File: config.mk
export PLATFORM = sky130hd
export DESIGN_NAME = mul_hilo
export DESIGN_NICKNAME = d
export VERILOG_FILES = /design/src/rtl/mul_hilo.sv
export SDC_FILE = /design/constraint.sdc
export NUM_CORES = 1
export LEC_CHECK = 0
export ABC_AREA = 1
export ABC_CLOCK_PERIOD_IN_PS = 7350
export CAP_MARGIN = 15
export CORE_ASPECT_RATIO = 1.1
export CORE_MARGIN = 4
export CORE_UTILIZATION = 30
export DETAILED_ROUTE_END_ITERATION = 12
export GPL_TIMING_DRIVEN = 0
export PLACE_DENSITY_LB_ADDON = 0.2
export SLEW_MARGIN = 20
export SYNTH_ARGS = -nofsm -noshare
export SYNTH_HDL_FRONTEND = slang
export SYNTH_SLANG_ARGS = --single-unit
File: constraint.sdc
create_clock -name clk -period 7.35 [get_ports clk]
set_input_delay 1.47 -clock clk [delete_from_list [all_inputs] [get_ports clk]]
set_output_delay 1.47 -clock clk [all_outputs]
set_load 0.05 [all_outputs]
File: src/rtl/mul_hilo.sv
// HI/LO multiply unit that drives an external signed multiplier and updates HI/LO LAT cycles later.
// Define MUL_HILO_MADD_EN to enable the accumulating ops MADD/MADDU.
module mul_hilo #(
  parameter int unsigned LAT = 2
) (
  input  logic        clk,
  input  logic        rst,
  input  logic        start,
  input  logic [2:0]  op,
  input  logic [31:0] a,
  input  logic [31:0] b,
  output logic [31:0] mul_a,
  output logic [31:0] mul_b,
  input  logic [63:0] mul_z,
  output logic        busy,
  output logic        done,
  output logic [31:0] hi,
  output logic [31:0] lo
);

  localparam logic [2:0] OpMult  = 3'b000;
  localparam logic [2:0] OpMultu = 3'b001;
  localparam logic [2:0] OpMthi  = 3'b010;
  localparam logic [2:0] OpMtlo  = 3'b011;
`ifdef MUL_HILO_MADD_EN
  localparam logic [2:0] OpMadd  = 3'b100;
  localparam logic [2:0] OpMaddu = 3'b101;
`endif
  localparam logic [3:0] CntInit = 4'(LAT - 1);

  typedef enum logic {StIdle, StCalc} state_e;

  state_e      state_q, state_d;
  logic [3:0]  cnt_q, cnt_d;
  logic        uns_q, uns_d;
  logic [31:0] mul_a_q, mul_a_d;
  logic [31:0] mul_b_q, mul_b_d;
  logic [31:0] hi_q, hi_d;
  logic [31:0] lo_q, lo_d;
  logic        done_q, done_d;
  logic        is_mul_op;
  logic [31:0] corr;
  logic [63:0] prod;
  logic [63:0] result;

`ifdef MUL_HILO_MADD_EN
  logic acc_q, acc_d;

  assign is_mul_op = (op == OpMult) || (op == OpMultu) || (op == OpMadd) || (op == OpMaddu);
`else
  assign is_mul_op = (op == OpMult) || (op == OpMultu);
`endif

  // Turn the signed product into the unsigned one; only the low 32 bits of the
  // correction survive the shift into the upper word.
  assign corr = (mul_a_q[31] ? mul_b_q : 32'h0) + (mul_b_q[31] ? mul_a_q : 32'h0);
  assign prod = uns_q ? (mul_z + {corr, 32'h0}) : mul_z;

`ifdef MUL_HILO_MADD_EN
  assign result = acc_q ? ({hi_q, lo_q} + prod) : prod;
`else
  assign result = prod;
`endif

  always_comb begin
    state_d = state_q;
    cnt_d   = cnt_q;
    uns_d   = uns_q;
    mul_a_d = mul_a_q;
    mul_b_d = mul_b_q;
    hi_d    = hi_q;
    lo_d    = lo_q;
    done_d  = 1'b0;
`ifdef MUL_HILO_MADD_EN
    acc_d   = acc_q;
`endif
    unique case (state_q)
      StIdle: begin
        if (start) begin
          if (is_mul_op) begin
            state_d = StCalc;
            cnt_d   = CntInit;
            uns_d   = op[0];
            mul_a_d = a;
            mul_b_d = b;
`ifdef MUL_HILO_MADD_EN
            acc_d   = op[2];
`endif
          end else if (op == OpMthi) begin
            hi_d   = a;
            done_d = 1'b1;
          end else if (op == OpMtlo) begin
            lo_d   = a;
            done_d = 1'b1;
          end
        end
      end
      StCalc: begin
        if (cnt_q != 4'd0) begin
          cnt_d = cnt_q - 4'd1;
        end else begin
          {hi_d, lo_d} = result;
          state_d      = StIdle;
          done_d       = 1'b1;
        end
      end
      default: state_d = StIdle;
    endcase
  end

  always_ff @(posedge clk or negedge rst) begin
    if (!rst) begin
      state_q <= StIdle;
      cnt_q   <= 4'd0;
      uns_q   <= 1'b0;
      mul_a_q <= 32'h0;
      mul_b_q <= 32'h0;
      hi_q    <= 32'h0;
      lo_q    <= 32'h0;
      done_q  <= 1'b0;
`ifdef MUL_HILO_MADD_EN
      acc_q   <= 1'b0;
`endif
    end else begin
      state_q <= state_d;
      cnt_q   <= cnt_d;
      uns_q   <= uns_d;
      mul_a_q <= mul_a_d;
      mul_b_q <= mul_b_d;
      hi_q    <= hi_d;
      lo_q    <= lo_d;
      done_q  <= done_d;
`ifdef MUL_HILO_MADD_EN
      acc_q   <= acc_d;
`endif
    end
  end

  assign mul_a = mul_a_q;
  assign mul_b = mul_b_q;
  assign busy  = (state_q == StCalc);
  assign done  = done_q;
  assign hi    = hi_q;
  assign lo    = lo_q;

endmodule

==> out/metrics.yaml <==
run_status:
  status: "finished, final reports clean"
synthesis:
  synth_top_area_share_pct: 33.2
  synth_flop_cell: "dfrtp_1"
  syn-num-nets: 1719
  synth_most_common_cell: "nand2_1"
  yosys_warnings: 0
  synth_edf_count: 0
  netlist_area_mm2: 0.0102
  yosysUniqueCellTypes: 48
  synthTopCellsByArea: "dfrtp_1 (33%), nand2_1 (20%), ha_1 (8.5%)"
  netlist_top_cells_count: "nand2_1 (529), nor2_1 (187), inv_1 (156)"
  ys_ff_latch: 135
  syn_area_per_cell_um2: 6.72
  synth_seq_area_share_pct: 33.2
  synth_cells: 1514
  synth_area_leader_cell: "dfrtp_1"
  async_reset_ff_share_pct: 100
routing:
  via_count: 10600
  dr.first_iter.drc_count: 572
  routed-wl-met3_mm: 2.03
  remaining_drc_errors: 0
  highest-signal-layer: "met4"
  drt-met1-wl_mm: 18.1
  drt-pass1-iter-count: 5
  wl_met2_mm: 18.7
  routed_via_density: 4.73
  routed_wl_mm: 39.7
  postRouteAntennaNets: 0
  wire_per_inst_um: 17.7
placed_design:
  port_buffers: 263
  place_hpwl_mm: 33.3
  dp_cells: 2210
  pre_cts_slack_ns: 2.48
  place_congestion: 0.881
  dpl-instance-area_mm2: 0.0134
power:
  leakagePower_nw: 7.11
  combPwrFrac_pct: 66.0
  switchingPower_mw: 3.75
  pwr-share-seq_pct: 19.3
  ir_worst_vdd_uv: 203
  power.share.switching_pct: 53.4
  power.internal_mw: 3.27
  clockPowerShare_pct: 14.7
  power_density_mw_per_mm2: 498
worst_setup_path:
  cp-start-kind: "flip-flop"
  crit_path_max_fanout: 10
  critPathArrivalTime_ns: 5.25
  crit_required_ns: 7.67
  crit_type: "reg2reg"
  endpoint_kind: "flip-flop"
die:
  io_pins: 264
  rows: 70
  initial_core_util_pct: 30.5
  die_y_um: 201
  core_area_mm2: 0.0334
  dieArea_mm2: 0.0370
  dieWidth_um: 184
clock_network:
  clockBufferDepth: 2
  cts.sinks: 135
  clk_latency_ns: 0.43
  clockRootBuffer: "clkbuf_16"
  cts_tree: "yes"
  clk_transition_reported_paths_ns: 0.06
  htreeDepth: 4
  cts_resized: 0
  post_cts_buffers: 0
  hold_buffers: 0
  cts_buffers: 17
timing:
  fin_crit_sh_pct: 67.2
  setup_tns_ns: 0
  skew_ns: 0.00855
  hold_ws_ns: 0.472
  finalWorstSetupSlack_ns: 2.41
  rsz0062_at_grt: "false"
  max_freq_ghz: 0.203
  worstMarginPinSlew_ns: 0.772
  setup_viol: 0
  timing_hold_violations_final: 0
  fin_crit_ns: 4.94
  slew_headroom_pct: 48.6
  slew_violations: 0
finish:
  stdcell_count: 2245
  fin_area_mm2: 0.0141
  final.fill_count: 3511
  areaGrowthSynthToFinish_pct: 38.4
  nets: 2002
  final_layout_size_suffix_gt1_share_pct: 5.14
global_routing:
  grt_pass1_vias: 10900
  grt_max_degree: 79
  grt_pass1_wl_mm: 61.5
  track_usage_pct: 21.4
  antenna_found_initial: 3
  grt_overflow: 0
run:
  maxCapViolCount: 0
min_path:
  hp-class: "reg2reg"
==> registers in the layout (all words and copies together) (netlist names) <==
signal	cells
done	1
mul_a	32
lo	32
hi	32
uns_q	1
mul_b	32
busy	1
cnt_q	4
==> cell type report <==
cell class	instances	area [µm²]	share of cell area, %
diodes	3	7.51	0.0533
plain buffers	50	218	1.55
clock buffers	19	443	3.14
clock inverters	13	250	1.78
inverters	160	601	4.26
multi-input cells	1169	5980	42.5
flip-flops and latches	135	3380	24.0
well taps	432	541	3.84
repair buffers	264	2670	18.9
==> through the flow <==
stage | utilization [%] | power (mW)
detailed placement | 40.1 | 6.01
global route | 42.2 | 7.54
finish | 42.2 | 7.02
global placement | 40.0 | 5.98
CTS | 42.2 | 7.08
floorplan | - | 4.44
==> cell usage in the layout, fill, tap and decap left out, types with 2 or more instances in the layout <==
master and instances:
nand2_1 529, clkdlybuf4s50_1 262, nor2_1 187, inv_1 156
dfrtp_1 135, a21oi_1 102, ha_1 69, a31oi_1 50
nand3_1 46, o21ai_0 39, xor2_1 26, clkbuf_1 26
xnor2_1 18, buf_2 18, clkbuf_16 17, nor3_1 13
o21bai_1 11, nand2_2 10, o211ai_1 8, a21o_1 7
bufinv_16 7, nand4_1 6, a21oi_2 5, buf_1 5
o21ai_2 4, inv_2 4, o21ai_1 4, nor2_2 4
diode_2 3, o21a_1 3, or2_1 3, clkinv_2 3
a21boi_0 2, nand3b_1 2, nor3_2 2, and2_1 2
buf_4 2, fa_1 2, clkinv_4 2
==> worst max-delay path, stage by stage, from the launching register on <==
cell and delay, ns:
dfrtp_1 0.64, clkbuf_1 0.36, nand2_1 0.09, inv_1 0.08, ha_1 0.17, inv_1 0.07, fa_1 0.47, o21ai_2 0.30
a21oi_2 0.12, o21bai_2 0.21, a21boi_1 0.17, o21ai_2 0.17, xor2_1 0.32, ha_1 0.29, nand2_2 0.10, nor2_1 0.15
inv_1 0.10, nor3_1 0.33, nand3_1 0.26, nand3_1 0.15, nand3_1 0.11, nand2_1 0.12, a21oi_1 0.06
==> kinds of logic after synthesis <==
family | Yosys count | synth area share [%]
buf+inv | 210 | 8.04
simple gates | 811 | 31.9
compound gates | 243 | 14.2
fa+ha+maj | 71 | 8.87
xor+xnor | 44 | 3.79
flops | 135 | 33.2
==> power by group through the flow <==
stage | logic (mW) | registers [mW] | clock network, mW
2_1_floorplan | 1.99 | 2.45 | 0
3_3_place_gp | 4.62 | 1.37 | 0
3_5_place_dp | 4.64 | 1.37 | 0
4_1_cts | 4.66 | 1.36 | 1.06
5_1_grt | 5.04 | 1.41 | 1.09
6_report | 4.63 | 1.36 | 1.03
==> final timing paths <==
path                           start       end  slack [ns]  depth (start not counted)
min in group asynchronous        rst  mul_b[5]        0.95                          1
max reg2reg                mul_a[31]    hi[29]        2.41                         22
max                        mul_a[31]    hi[29]        2.41                         22
min reg2reg                 cnt_q[0]  cnt_q[0]        0.47                          1
max in group asynchronous        rst    lo[22]        5.61                          2
min                         cnt_q[0]  cnt_q[0]        0.47                          1
==> routing by layer <==
layer,GRT usage (%),vias up
li1,-,5409
met1,28.6,4896
met2,35.8,274
met3,3.18,36
met4,5.99,0
met5,0,-
Note: power is estimated with default switching activity, not from simulation.
